$ cat src/rtl/i3c_cmd_ctrl.sv
// i3c_cmd_ctrl: decodes 16-bit words from the I3C_BUS slave, updates an 8-bit register bank or
// runs a go_req/go_ack exchange, then loads a response word. Define CTRL_WDOG_EN for the go_ack watchdog.
module i3c_cmd_ctrl #(
  parameter int NREG        = 8,
  parameter int SYNC_STAGES = 2,
  parameter int WDOG_CYCLES = 1024
) (
  input  logic              clk,
  input  logic              rst_n,
  input  logic [15:0]       rx_word,
  input  logic              rx_ready,
  output logic [15:0]       resp_word,
  output logic              resp_valid,
  output logic [8*NREG-1:0] cfg_bus,
  output logic              go_req,
  input  logic              go_ack,
  output logic              busy,
  output logic              err_flag,
  output logic [2:0]        dbg_state_o
);

  // Handshakes: a new command is the rising edge of synchronized rx_ready (rx_word held stable
  // while rx_ready is high); go_req is held high until go_ack is sampled, go_ack is ignored otherwise.
  localparam logic [2:0] S_IDLE     = 3'd0;
  localparam logic [2:0] S_DECODE   = 3'd1;
  localparam logic [2:0] S_EXEC     = 3'd2;
  localparam logic [2:0] S_WAIT_ACK = 3'd3;
  localparam logic [2:0] S_RESP     = 3'd4;

  logic [SYNC_STAGES-1:0] sync_q;
  logic                   rdy_prev_q;
  logic                   cmd_event;

  logic [2:0]  state_q, state_d;
  logic [15:0] cmd_q, cmd_d;
  logic [7:0]  regs_q [NREG];
  logic [7:0]  regs_d [NREG];
  logic [15:0] resp_word_q, resp_word_d;
  logic        resp_valid_q, resp_valid_d;
  logic        go_req_q, go_req_d;
  logic        err_ill_q, err_ill_d;
  logic        err_ovr_q, err_ovr_d;
  logic        err_wdog_q, err_wdog_d;
  logic        err_flag_q;
  logic [7:0]  cmd_cnt_q, cmd_cnt_d;

  logic [3:0]  cmd_op, cmd_addr;
  logic [7:0]  cmd_data, rd_val, wr_val;
  logic        addr_ok, cmd_legal, wr_en;
  logic        set_ill, set_ovr, set_wdog, clr_err;

`ifdef CTRL_WDOG_EN
  localparam int WDOG_W = $clog2(WDOG_CYCLES + 1);
  logic [WDOG_W-1:0] wdog_cnt_q, wdog_cnt_d;
`endif

  always_ff @(posedge clk or negedge rst_n) begin
    if (!rst_n) begin
      sync_q     <= '0;
      rdy_prev_q <= 1'b0;
    end else begin
      sync_q     <= {sync_q[SYNC_STAGES-2:0], rx_ready};
      rdy_prev_q <= sync_q[SYNC_STAGES-1];
    end
  end

  assign cmd_event = sync_q[SYNC_STAGES-1] & ~rdy_prev_q;

  assign cmd_op   = cmd_q[15:12];
  assign cmd_addr = cmd_q[11:8];
  assign cmd_data = cmd_q[7:0];
  assign addr_ok  = ({1'b0, cmd_addr} < 5'(NREG));

  always_comb begin
    case (cmd_op)
      4'h0, 4'h5, 4'hF:       cmd_legal = 1'b1;
      4'h1, 4'h2, 4'h3, 4'h4: cmd_legal = addr_ok;
      default:                cmd_legal = 1'b0;
    endcase
  end

  always_comb begin
    rd_val = 8'h00;
    for (int k = 0; k < NREG; k++) begin
      if (cmd_addr == 4'(k)) rd_val = regs_q[k];
    end
  end

  always_comb begin
    state_d      = state_q;
    cmd_d        = cmd_q;
    resp_word_d  = resp_word_q;
    resp_valid_d = 1'b0;
    go_req_d     = go_req_q;
    cmd_cnt_d    = cmd_cnt_q;
    wr_en        = 1'b0;
    wr_val       = 8'h00;
    set_ill      = 1'b0;
    set_wdog     = 1'b0;
    clr_err      = 1'b0;
    set_ovr      = cmd_event && (state_q != S_IDLE);
`ifdef CTRL_WDOG_EN
    wdog_cnt_d   = '0;
`endif

    case (state_q)
      S_IDLE: begin
        if (cmd_event) begin
          cmd_d   = rx_word;
          state_d = S_DECODE;
        end
      end
      S_DECODE: begin
        if (!cmd_legal) begin
          set_ill      = 1'b1;
          resp_word_d  = {4'hE, cmd_op, 8'h00};
          resp_valid_d = 1'b1;
          state_d      = S_RESP;
        end else begin
          state_d = S_EXEC;
        end
      end
      S_EXEC: begin
        resp_valid_d = 1'b1;
        state_d      = S_RESP;
        case (cmd_op)
          4'h0: resp_word_d = 16'h0000;
          4'h1: begin
            wr_en  = 1'b1;
            wr_val = cmd_data;
          end
          4'h2: resp_word_d = {4'h2, cmd_addr, rd_val};
          4'h3: begin
            wr_en  = 1'b1;
            wr_val = rd_val | cmd_data;
          end
          4'h4: begin
            wr_en  = 1'b1;
            wr_val = rd_val & ~cmd_data;
          end
          4'h5: begin
            go_req_d     = 1'b1;
            resp_valid_d = 1'b0;
            state_d      = S_WAIT_ACK;
          end
          4'hF: begin
            resp_word_d = {4'hF, err_ill_q, err_ovr_q, err_wdog_q, 1'b0, cmd_cnt_q};
            clr_err     = 1'b1;
          end
          default: begin
            resp_valid_d = 1'b0;
            state_d      = S_IDLE;
          end
        endcase
        if (wr_en) resp_word_d = {cmd_op, cmd_addr, wr_val};
      end
      S_WAIT_ACK: begin
        if (go_ack) begin
          go_req_d     = 1'b0;
          resp_word_d  = {4'h5, 12'h001};
          resp_valid_d = 1'b1;
          state_d      = S_RESP;
        end
`ifdef CTRL_WDOG_EN
        // The ack check above takes priority, so an ack in the timeout cycle wins.
        else if (wdog_cnt_q == WDOG_W'(WDOG_CYCLES - 1)) begin
          go_req_d     = 1'b0;
          set_wdog     = 1'b1;
          resp_word_d  = {4'h5, 12'hFFF};
          resp_valid_d = 1'b1;
          state_d      = S_RESP;
        end else begin
          wdog_cnt_d = wdog_cnt_q + 1'b1;
        end
`endif
      end
      S_RESP: begin
        cmd_cnt_d = cmd_cnt_q + 8'd1;
        state_d   = S_IDLE;
      end
      default: state_d = S_IDLE;
    endcase

    for (int k = 0; k < NREG; k++) begin
      regs_d[k] = (wr_en && (cmd_addr == 4'(k))) ? wr_val : regs_q[k];
    end

    // A clear from STAT loses against an error raised in the same cycle.
    err_ill_d  = (err_ill_q  & ~clr_err) | set_ill;
    err_ovr_d  = (err_ovr_q  & ~clr_err) | set_ovr;
    err_wdog_d = (err_wdog_q & ~clr_err) | set_wdog;
  end

  always_ff @(posedge clk or negedge rst_n) begin
    if (!rst_n) begin
      state_q      <= S_IDLE;
      cmd_q        <= 16'h0000;
      resp_word_q  <= 16'h0000;
      resp_valid_q <= 1'b0;
      go_req_q     <= 1'b0;
      err_ill_q    <= 1'b0;
      err_ovr_q    <= 1'b0;
      err_wdog_q   <= 1'b0;
      err_flag_q   <= 1'b0;
      cmd_cnt_q    <= 8'h00;
      for (int k = 0; k < NREG; k++) regs_q[k] <= 8'h00;
`ifdef CTRL_WDOG_EN
      wdog_cnt_q   <= '0;
`endif
    end else begin
      state_q      <= state_d;
      cmd_q        <= cmd_d;
      resp_word_q  <= resp_word_d;
      resp_valid_q <= resp_valid_d;
      go_req_q     <= go_req_d;
      err_ill_q    <= err_ill_d;
      err_ovr_q    <= err_ovr_d;
      err_wdog_q   <= err_wdog_d;
      err_flag_q   <= err_ill_d | err_ovr_d | err_wdog_d;
      cmd_cnt_q    <= cmd_cnt_d;
      for (int k = 0; k < NREG; k++) regs_q[k] <= regs_d[k];
`ifdef CTRL_WDOG_EN
      wdog_cnt_q   <= wdog_cnt_d;
`endif
    end
  end

  always_comb begin
    for (int k = 0; k < NREG; k++) cfg_bus[8*k +: 8] = regs_q[k];
  end

  assign resp_word   = resp_word_q;
  assign resp_valid  = resp_valid_q;
  assign go_req      = go_req_q;
  assign busy        = (state_q != S_IDLE);
  assign err_flag    = err_flag_q;
  assign dbg_state_o = state_q;

endmodule

$ cat config.mk
export PLATFORM = sky130hd
export DESIGN_NAME = i3c_cmd_ctrl
export DESIGN_NICKNAME = d
export VERILOG_FILES = /design/src/rtl/i3c_cmd_ctrl.sv
export SDC_FILE = /design/constraint.sdc
export NUM_CORES = 1
export LEC_CHECK = 0
export ABC_AREA = 1
export CORE_AREA = 2 2 106 118
export CTS_CLUSTER_SIZE = 28
export DETAILED_ROUTE_END_ITERATION = 8
export DIE_AREA = 0 0 108 120
export GPL_ROUTABILITY_DRIVEN = 1
export HOLD_SLACK_MARGIN = 0.12
export PLACE_DENSITY = 0.81
export SLEW_MARGIN = 40
export SYNTH_ARGS = -nofsm -noshare
export SYNTH_HDL_FRONTEND = slang
export SYNTH_SLANG_ARGS = --single-unit
$ cat constraint.sdc
create_clock -name clk -period 2.21 [get_ports clk]
set_input_delay 0.221 -clock clk [delete_from_list [all_inputs] [get_ports clk]]
set_output_delay 0.221 -clock clk [all_outputs]
set_load 0.02 [all_outputs]
==> results of run 1 <==
## cells in the final DEF, fill, tap and decap left out, types with 3 or more instances in the layout
cell type        count
nand4_1              9
clkdlybuf4s50_1    104
bufinv_16            4
buf_4               36
nor2_4               8
inv_6                4
o21ai_0             18
nor2_2              11
xnor2_1              5
a21oi_1             35
nand3b_1             3
inv_1              139
dfrtp_1            112
dfrtp_2              4
nand2_1            183
nor2_1              64
nor3_1               3
nand3_1            110
o21ai_1             16
a31oi_1              3
buf_12               5
nand2_2              5
inv_2               10
clkinvlp_4           3
clkbuf_16           17
or2_2               27
## synth_stat cells (2+ instances only)
library cell  count
nor2_2            9
buf_2             5
nor3_4            2
nand4_1           9
nor2_1           65
o22ai_1           2
nand2_1         186
xnor2_1           5
or2_2            27
inv_4             2
o21ai_0          18
nand3b_1          3
nor2_4            8
nand2_2           3
inv_1           139
a31oi_1           3
a21oi_1          35
dfrtp_1         116
xor2_1            2
inv_2            10
o21ai_1          16
nand3_1         110
clkbuf_1          4
nor3_1            4
buf_4             6
## metal layers
layer,track usage (%),up-vias
met5,0,-
met4,13.1,0
met3,5.87,70
met2,47.6,357
met1,38.6,2815
li1,-,2814
## power by group through the flow
stage	logic (mW)	registers, mW	clock network, mW
3_3_place_gp	3.45	3.12	0
6_report	3.62	3.15	2.99
5_1_grt	3.94	3.21	3.11
4_1_cts	3.56	3.10	2.99
3_5_place_dp	3.52	3.12	0
2_1_floorplan	1.79	3.34	0
## layout make-up
| type | instances | area [µm²] |
|---|---|---|
| Clock buffer | 18 | 439 |
| Clock inverter | 14 | 200 |
| Fill cell | 887 | 3520 |
| Inverter | 151 | 572 |
| Multi-Input combinational cell | 520 | 2550 |
| Sequential cell | 116 | 2910 |
| Tap cell | 154 | 193 |
| Timing Repair Buffer | 147 | 1430 |
## cells by family (layout without fill, tap and decap cells)
logic type      Yosys count  after routing  synth area share, %
xor+xnor                  7              7                 1.01
simple gates            429            430                 32.8
fa+ha+maj                 1              1                0.205
buf+inv                 167            330                 11.0
flops                   116            116                 47.6
compound gates           82             82                 7.47
## sequential cells by signal, indices dropped and copies added, names as in the netlist, 2 cells and up
name	cells
cmd_cnt_q	8
resp_word	16
cfg_bus	64
dbg_state_o	3
sync_q	2
cmd_q	16
## stage by stage
step / total power, mW / std cells
global placement: 6.57 / 1085
CTS: 9.66 / 1118
global route: 10.3 / 1120
finish: 9.76 / 1120
detailed placement: 6.64 / 1085
floorplan: 5.13 / 802
## final timing paths
| path | depth (start not counted) | to |
|---|---|---|
| max | 11 | cfg_bus[18]$_DFFE_PN0P_ |
| min | 1 | sync_q[0]$_DFF_PN0_ |
| max reg2reg | 11 | cfg_bus[18]$_DFFE_PN0P_ |
| min reg2reg | 0 | sync_q[1]$_DFF_PN0_ |
| max in group asynchronous | 3 | cmd_q[9]$_DFFE_PN0P_ |
| min in group asynchronous | 2 | resp_word[13]$_DFFE_PN0P_ |
## repair_timing
item                                    in CTS  in global routing
endpoints found under the setup margin       0                 69
endpoints found under the hold margin       39                  0
gates resized for setup                      0                 11
hold buffers                                 1                  0
buffers inserted                             0                  1
==> metrics.txt, run 1 <==
worst slew pin tran between 0.5 and 0.6 ns; GRT Resource Usage Total 29.6%; I/O pin cnt between 100 and 150; Post-synth ARST share 100%; status completed; critical path's top delay family simple AND/OR/NAND/NOR gates; sum of buffers and inverters on the critical path 2; CP peak stage delay between 0.4 and 0.5 ns; Max Clock Freq about 0.47 GHz; Initial Utilization 51.6%; crit path launch type register; Rows between 40 and 50; clock-pin transition on the worst setup and hold timing paths roughly 0.060 ns; Hold WC Path Type in2reg; Post-DRT Antenna Nets 0; M1 WL 7.36 mm; dpl cell area roughly 0.0076 mm²; CTS tree yes; Vias 6056; grt total ovfl 0; hold wc startpoint rx_ready; worst setup margin 0.0595 ns; relative slew slack 63.6%; Power per Cell Area between 1000 and 1500 mW/mm²; final hold violations 0; slowest CP cell dfrtp_2; metal3 WL between 1 and 1.5 mm; diodes inserted 0; DRC 0; I/O Buffers approximately 110; NetSw about 3.7 mW; Clock Power Share a little over 30%; gp weighted congestion roughly 1; WS Path Type reg2reg; Final Max Slew Viols 0; first-pass GRT wire length between 20 and 30 mm; fin crit share 97.3%; CP arrival between 2 and 3 ns; RSZ-0062 raised after global routing true; Via density 5.41; vias in the first global route between 5000 and 6000; Layout area overhead 36.1%; Pleak ~4.4 nW; Final min period between 2 and 2.5 ns; cell area after layout roughly 0.0083 mm²; Layout Utilization 70.2%; WL per Instance around 17 µm; top layer in use met4; Clock Path Buffers 2; top cells by area, synth dfrtp_1 48%, nand2_1 11%, nand3_1 9.0%, inv_1 8.6%, nor2_1 4.0%; synthesis-stage register bit count 116; 1st-pass router iterations 6; initial DRC count around 550; final WL 18.5 mm; Vert. Die Dim around 120 µm; max cap viols 0; Mean Syn Cell Area 7.60 µm²; largest net degree at the start of global routing 44; TritonCTS Sinks roughly 120; DR WL met2 about 8.9 mm; combinational power share between 30% and 40%; number of flops mapped to enable cells by yosys 0; ratio of cells with drive above 1 in the final layout roughly 16%; Place WS around 0.12 ns; Sw Share between 30 and 40%; Num CTS Buffers 17; Final Skew between 0.008 and 0.009 ns; H-tree depth 4; sequential share of the synthesized area 47.6%; post-DP HPWL 12.9 mm; Root Buffer clkbuf_16; nets 974; final setup fails 0; post-synth design cell area roughly 0.006 mm²; Worst Path Max Fanout 8; critical path capture point type register; ys flop type dfrtp_1; synth unique cells 38; initial antenna violation count 0; cell count after synthesis around 800; share of the synthesized area in the top cell type approximately 48%; internal cell power between 6 and 7 mW; Critical path origin cmd_q[8]$_DFFE_PN0P_; Worst path most repeated cell nand2_1; Synth warnings 0; R2R Setup Slk between 0.05 and 0.06 ns; VDD IR max ~600 µV; die area ~0.013 mm²; FF-to-FF Start cmd_q[8]$_DFFE_PN0P_; Flop pwr share between 30% and 40%; CP required 2.57 ns; setup TNS 0 ns; Core Region ~0.012 mm²; Skew-Pair Late Insertion Delay 0.42 ns; worst-case hold slack 0.257 ns; syn_nets around 820; area leader, netlist dfrtp_1; DIE WIDTH between 100 and 150 µm; worst path cell trace nor2_2, nand2_1, inv_2, nand2_1, nand4_1, nand2_1, nand3_1, nand2_1, nand2_1, o21ai_1, inv_1
Note: power is estimated with default switching activity, not from simulation.
==> inputs of run 2 (changes only) <==
--- a/config.mk
+++ b/config.mk
@@ -5,11 +5,11 @@
 export SDC_FILE = /design/constraint.sdc
 export NUM_CORES = 1
 export LEC_CHECK = 0
-export ABC_AREA = 1
-export CORE_AREA = 2 2 106 118
+export ABC_AREA = 0
+export CORE_AREA = 2 2 103 115
 export CTS_CLUSTER_SIZE = 28
 export DETAILED_ROUTE_END_ITERATION = 8
-export DIE_AREA = 0 0 108 120
+export DIE_AREA = 0 0 105 117
 export GPL_ROUTABILITY_DRIVEN = 1
 export HOLD_SLACK_MARGIN = 0.12
 export PLACE_DENSITY = 0.81
==> run 2 against run 1 <==
Effect of this change:
- clock-buffer cell count is 1 higher
- utilization rose by 1.4 points
- critical endpoint is now cfg_bus[34]$_DFFE_PN0P_
- combinational power grew 18%
- global-route usage grew 1.4 points
- register-to-register slack got worse by 0.06 ns
- final area fell by 3.5%
- die area down 5.2%
- clock skew about the same
==> metrics.txt, run 2 <==
status completed (unchanged); DIE WIDTH 105 µm (was 108 µm); Layout area overhead 39.9% (was 36.1%); Sw Share 38.0% (was 38.4%); Flop pwr share 29.6% (was 32.2%); Critical Path Sink cfg_bus[34]$_DFFE_PN0P_ (was cfg_bus[18]$_DFFE_PN0P_); Max Clock Freq 0.453 GHz (was 0.465 GHz); 1st-pass router iterations 8 (was 6); top cells by area, synth dfrtp_1 51%, o21ai_0 5.7%, nand2_1 4.9%, mux2_2 4.5%, a21oi_1 3.6% (was dfrtp_1 48%, nand2_1 11%, nand3_1 9.0%, inv_1 8.6%, nor2_1 4.0%); Hold WC Path Type in2reg (unchanged); WS Path Type reg2reg (unchanged); FF-to-FF Start cmd_q[8]$_DFFE_PN0P_ (unchanged); CP required 2.49 ns (was 2.57 ns); R2R Path End cfg_bus[34]$_DFFE_PN0P_ (was cfg_bus[18]$_DFFE_PN0P_); synthesis-stage register bit count 116 (unchanged); post-synth design cell area 0.00573 mm² (was 0.00610 mm²); I/O pin cnt 107 (unchanged); largest net degree at the start of global routing 55 (was 44); R2R Setup Slk 0.0002 ns (was 0.06 ns); relative slew slack 62.5% (was 63.6%); nets 750 (was 974); internal cell power 6.35 mW (was 6.01 mW); initial DRC count 507 (was 552); worst setup margin 0.000153 ns (was 0.0595 ns); NetSw 3.89 mW (was 3.75 mW); Place WS -0.0264 ns (was 0.123 ns); final WL 18.6 mm (was 18.5 mm); cell count after synthesis 586 (was 802); Critical path origin cmd_q[8]$_DFFE_PN0P_ (unchanged); syn_nets 607 (was 823); Layout Utilization 71.6% (was 70.2%); ys flop type dfrtp_1 (unchanged); VDD IR max 723 µV (was 599 µV); Root Buffer clkbuf_16 (unchanged); synth unique cells 66 (was 38); critical path capture point type register (unchanged); fill cell count 830 (was 887); I/O Buffers 106 (unchanged); crit path launch type register (unchanged); most frequent cells in the layout 113 x dfrtp_1, 105 x clkdlybuf4s50_1, 72 x nand2_1, 61 x o21ai_0, 47 x buf_4 (was 183 x nand2_1, 139 x inv_1, 112 x dfrtp_1, 110 x nand3_1, 104 x clkdlybuf4s50_1); Commonest cells post-synth 116 x dfrtp_1, 75 x nand2_1, 65 x o21ai_0 (was 186 x nand2_1, 139 x inv_1, 116 x dfrtp_1); Mean Syn Cell Area 9.77 µm² (was 7.60 µm²); CTS tree yes (unchanged); max cap viols 0 (unchanged); Initial Utilization 51.2% (was 51.6%); TritonCTS Sinks 116 (unchanged); share of the synthesized area in the top cell type 50.7% (was 47.6%); fin crit share 100% (was 97.3%); Rows 41 (was 42); Vert. Die Dim 117 µm (was 120 µm); area leader, netlist dfrtp_1 (unchanged); Post-synth ARST share 100% (unchanged); DRC 0 (unchanged); Synth warnings 0 (unchanged); Post-DRT Antenna Nets 0 (unchanged); number of flops mapped to enable cells by yosys 0 (unchanged); Via density 6.05 (was 5.41); final hold violations 0 (unchanged); vias in the first global route 5281 (was 5916); Clock Power Share 28.7% (was 30.7%); gp weighted congestion 0.935 (was 0.996); first-pass GRT wire length 28.9 mm (was 29.4 mm); sequential share of the synthesized area 50.7% (was 47.6%); Worst Path Max Fanout 9 (was 8); Pleak 3.34 nW (was 4.41 nW); worst slew pin tran 0.562 ns (was 0.545 ns); Largest register FFs 64 (unchanged); grt total ovfl 0 (unchanged); Final Max Slew Viols 0 (unchanged); GRT Resource Usage Total 30.9% (was 29.6%); WL per Instance 20.9 µm (was 16.5 µm); most common cell after layout, fill and taps aside dfrtp_1 (was nand2_1); Vias 5388 (was 6056); clock-pin transition on the worst setup and hold timing paths 0.06 ns (about the same); Power per Cell Area 1280 mW/mm² (was 1180 mW/mm²); Final min period 2.21 ns (was 2.15 ns); Core Region 0.0112 mm² (was 0.0118 mm²); Reg2Reg Depth 9 (was 11); Clock Path Buffers 2 (unchanged); diodes inserted 0 (unchanged); CP arrival 2.49 ns (was 2.51 ns); Tot Pwr 10.2 mW (was 9.76 mW); ratio of cells with drive above 1 in the final layout 19.7% (was 15.6%); final setup fails 0 (unchanged); Num CTS Buffers 17 (unchanged); Final Skew 0.00828 ns (was 0.00834 ns); Skew-Pair Late Insertion Delay 0.41 ns (was 0.42 ns); post-DP HPWL 12.9 mm (about the same); initial antenna violation count 0 (unchanged); combinational power share 41.7% (was 37.1%); H-tree depth 4 (unchanged); die area 0.0123 mm² (was 0.0130 mm²); worst-case hold slack 0.258 ns (was 0.257 ns); most common cell in the netlist dfrtp_1 (was nand2_1)
run 2: kinds of logic (layout without fill, tap and decap cells):
| group | count (synthesis) | count (layout) | share of synthesized area [%] |
|---|---|---|---|
| flip-flops | 116 | 116 | 50.7 |
| AND/OR/NAND/NOR | 188 | 188 | 16.5 |
| XOR/XNOR | 8 | 8 | 1.22 |
| adder cells (fa/ha/maj) | 1 | 1 | 0.218 |
| multiplexers | 31 | 31 | 5.92 |
| buffers and inverters | 53 | 208 | 4.52 |
| AO/OA/AOI/OAI | 189 | 189 | 20.9 |
run 2: metrics by stage:
step	cells	cell area [µm²]	setup TNS, ns
3_3_place_gp	853	7200	-0.134
6_report	891	8010	0
4_1_cts	886	7880	0
2_1_floorplan	586	5730	0
3_5_place_dp	853	7200	-0.0714
5_1_grt	891	8010	-0.225
run 2: how the worst min path moves through the flow:
stage	start	end	slack, ns	cells after the start
finish	rx_ready	sync_q[0]$_DFF_PN0_	0.26	1
global route	rx_ready	sync_q[0]$_DFF_PN0_	0.25	1
CTS	rx_ready	sync_q[0]$_DFF_PN0_	0.25	1
detailed placement	rst_n	cfg_bus[30]$_DFFE_PN0P_	0.25	1
global placement	rst_n	cmd_q[1]$_DFFE_PN0P_	0.25	1
floorplan	rst_n	cfg_bus[0]$_DFFE_PN0P_	-0.07	0
run 2: layout make-up:
class	count	area, µm²	share of cell area [%]
inverter	15	56.3	0.703
clock inverter	12	178	2.22
sequential	116	2910	36.3
tap	150	188	2.34
timing repair buffer	162	1570	19.6
multi-input combinational	417	2660	33.2
clock buffer	19	453	5.65
run 2: critical path, cell delays in order, from the launching register on:
cell	delay [ns]
dfrtp_2	0.46
buf_4	0.16
buf_4	0.14
nand4b_1	0.14
a21oi_2	0.09
a31oi_1	0.37
o21ai_0	0.17
a22oi_1	0.17
buf_4	0.24
o21ai_0	0.13
run 2: power groups by stage:
stage | clock network, mW | logic, mW | registers (mW)
finish | 2.94 | 4.28 | 3.03
global route | 3.05 | 4.57 | 3.07
CTS | 2.95 | 4.00 | 3.00
detailed placement | 0 | 3.87 | 3.02
global placement | 0 | 3.81 | 2.99
floorplan | 0 | 2.24 | 3.07
run 2: timing repair:
| item | in CTS | in global routing |
|---|---|---|
| setup buffers | 1 | 5 |
| endpoints found under the hold margin | 41 | 0 |
| hold buffers | 1 | 0 |
| setup endpoints to repair | 15 | 54 |
| pin swaps | 1 | 2 |
| resized for setup | 7 | 25 |
run 2: routing by layer:
metal,wire length (µm),up-vias,part of all wire (%),GRT usage [%]
met5,0,-,0,0
met4,830,0,4.5,17.8
met3,1320,57,7.1,6.53
met2,8930,296,48,50.0
met1,7570,2637,41,39.1
li1,-,2398,-,-
==> RTL change (settings of run 1) <==
The output `err_flag` loses its register stage (`err_flag_q` becomes a continuous assignment).
--- a/src/rtl/i3c_cmd_ctrl.sv
+++ b/src/rtl/i3c_cmd_ctrl.sv
@@ -201,7 +201,6 @@
       err_ill_q    <= 1'b0;
       err_ovr_q    <= 1'b0;
       err_wdog_q   <= 1'b0;
-      err_flag_q   <= 1'b0;
       cmd_cnt_q    <= 8'h00;
       for (int k = 0; k < NREG; k++) regs_q[k] <= 8'h00;
 `ifdef CTRL_WDOG_EN
@@ -216,7 +215,6 @@
       err_ill_q    <= err_ill_d;
       err_ovr_q    <= err_ovr_d;
       err_wdog_q   <= err_wdog_d;
-      err_flag_q   <= err_ill_d | err_ovr_d | err_wdog_d;
       cmd_cnt_q    <= cmd_cnt_d;
       for (int k = 0; k < NREG; k++) regs_q[k] <= regs_d[k];
 `ifdef CTRL_WDOG_EN
@@ -224,6 +222,8 @@
 `endif
     end
   end
+
+  assign err_flag_q = err_ill_d | err_ovr_d | err_wdog_d;
 
   always_comb begin
     for (int k = 0; k < NREG; k++) cfg_bus[8*k +: 8] = regs_q[k];
Formal check against the unedited RTL: not equivalent (a bounded check fails within 4 cycles, from zero or initial values and one cycle with rst_n low).
==> RTL change against run 1 <==
- cell area is 0.29% lower
- utilization fell by 0.20 points
- via count about the same
- count of clock-buffer cells in the layout increased by 4
- area after synthesis is 0.41% lower
- hold slack better by 0.0063 ns
- total power is 2.6% lower
- combinational power grew 3%
- wire length decreased by 1.4%
- first-iteration DRC count decreased by 0.18%
- setup slack better by 0.051 ns
- sequential cell count down 1
- critical path type unchanged
- highest routed layer unchanged
==> RTL change: results (changes against run 1) <==
[metrics] status: finished, final reports clean
[metrics] top cell types by occurrence after synthesis: nand2_1 (186), inv_1 (139), dfrtp_1 (115)
[metrics] fin nets: 976 (+0.21%)
[metrics] pre-CTS setup slack: -0.00933 ns (-0.132 ns)
[metrics] maximum number of pins on one net before global-route repair: 116 (+160%)
[metrics] Pre-Repair DR Iteration Count: 6 (unchanged)
[metrics] mean cell area of the mapped netlist: 7.58 um2 (-0.29%)
[metrics] Syn Nets: 822 (-0.12%)
[metrics] placer's final routability congestion estimate: 0.898 (-9.8%)
[metrics] first-pass GRT wire length: 29.0 mm (-1.4%)
[metrics] largest cells by area after synthesis: dfrtp_1 (47%), nand2_1 (11%), nand3_1 (9.1%)
[metrics] sequential element share of the synthesized area: 47.4% (-0.22 points)
[metrics] vias in the first global route: 5918 (+0.034%)
[metrics] layout cells sized above 1: 16.6% (+0.97 points)
[metrics] via-per-instance ratio: 5.42 (+0.20%)
[metrics] data arrival at the endpoint of the critical path: 2.41 ns (-0.10 ns)
[metrics] Critical Path Source: cmd_q[9]
[metrics] 1st-iter DRT viols: 551 (-0.18%)
[metrics] crit path max fanout: 5 (-3)
[metrics] static leakage: 0.00439 uW (-0.44%)
[metrics] via count: 6057 (+0.017%)
[metrics] VDD IR max: 0.000682 V (+14%)
[metrics] n_diodes: 0 (unchanged)
[metrics] Worst Max-Slew Pin Slew: 0.624 ns (+0.0791 ns)
[metrics] main flop type after synthesis: dfrtp_1
[metrics] dpl cells: 1084 (-0.092%)
[metrics] worst clock skew: 0.00856 ns (+0.000229 ns)
[metrics] I/O Buffers: 106 (unchanged)
[metrics] Total Wirelength: 18.3 mm (-1.4%)
[metrics] total half-perimeter wirelength after legalization and detailed placement: 12.7 mm (-1.3%)
[metrics] number of distinct library cell variants in the gate-level netlist after synthesis: 38 (unchanged)
[metrics] cell at the root of the clock tree: clkbuf_16
[metrics] all-layer global routing usage: 29.0% (-0.54 points)
==> RTL change: cell count changes after synthesis, sizes merged <==
| cell | before | now |
|---|---|---|
| dfrtp | 116 | 115 |
==> RTL change: where the power goes <==
group | internal, uW | switching (uW) | leakage [uW]
Combinational | 1510 | 2220 | 0.00260
Sequential | 2610 | 507 | 0.00150
Clock | 1740 | 930 | 0.000283
==> RTL change: layer usage <==
layer | vias to the layer above | global-route usage (%) | wire, um
li1 | 2815 | - | -
met1 | 2850 | 36.1 | 7020
met2 | 336 | 48.5 | 8930
met3 | 56 | 6.41 | 1620
met4 | 0 | 12.3 | 692
met5 | - | 0 | 0
==> RTL change: worst paths after layout <==
kind	endpoint	slack, ns	cells after the start
setup / recovery	cfg_bus[27]	0.11	13
hold / removal	sync_q[0]	0.26	1
setup reg to reg	cfg_bus[27]	0.11	13
hold reg to reg	sync_q[1]	0.35	0
max in group asynchronous	cfg_bus[30]	1.30	3
min in group asynchronous	err_ill_q	0.42	3
==> RTL change: kinds of logic after synthesis <==
group | synth area share, %
compound gates | 7.50
xor+xnor | 1.01
fa+ha+maj | 0.206
buf+inv | 11.0
flops | 47.4
simple gates | 32.9
==> RTL change: critical path, stage by stage, from the launching register on <==
cell and delay (ns):
dfrtp_1 0.47, inv_1 0.13, nor2_2 0.05, nand2_2 0.16
nor2_1 0.07, nor2_2 0.17, nand3_2 0.13, nor3_2 0.17
nand3_1 0.12, nand2_2 0.15, buf_4 0.17, nand3_1 0.09
nand2_1 0.08, inv_1 0.03
==> RTL change: area by class of cell <==
cell class	instances	area, um2
fillers	926	3550
flip-flops and latches	115	2880
multi-input cells	519	2590
repair buffers	151	1470
inverters	151	572
clock buffers	22	484
well taps	154	193
clock inverters	6	80.1
==> RTL change: stage by stage <==
stage | instance area (um2) | total power, uW | hold WS [ns] | util [%]
after floorplan | 6070 | 5110 | -0.0746 | -
after global placement | 7600 | 6520 | 0.334 | 64.2
after detailed placement | 7600 | 6610 | 0.346 | 64.2
after CTS | 8210 | 9380 | 0.260 | 69.5
after global routing | 8280 | 10000 | 0.258 | 70.0
final | 8280 | 9510 | 0.263 | 70.0
==> RTL change: what timing repair did <==
| action | CTS | global route |
|---|---|---|
| pin swaps | 3 | 4 |
| cloned | 0 | 0 |
| setup endpoints to repair | 2 | 60 |
| resized for setup | 12 | 17 |
| hold buffers | 1 | 0 |
| endpoints found under the hold margin | 115 | 0 |
| buffers inserted | 2 | 3 |
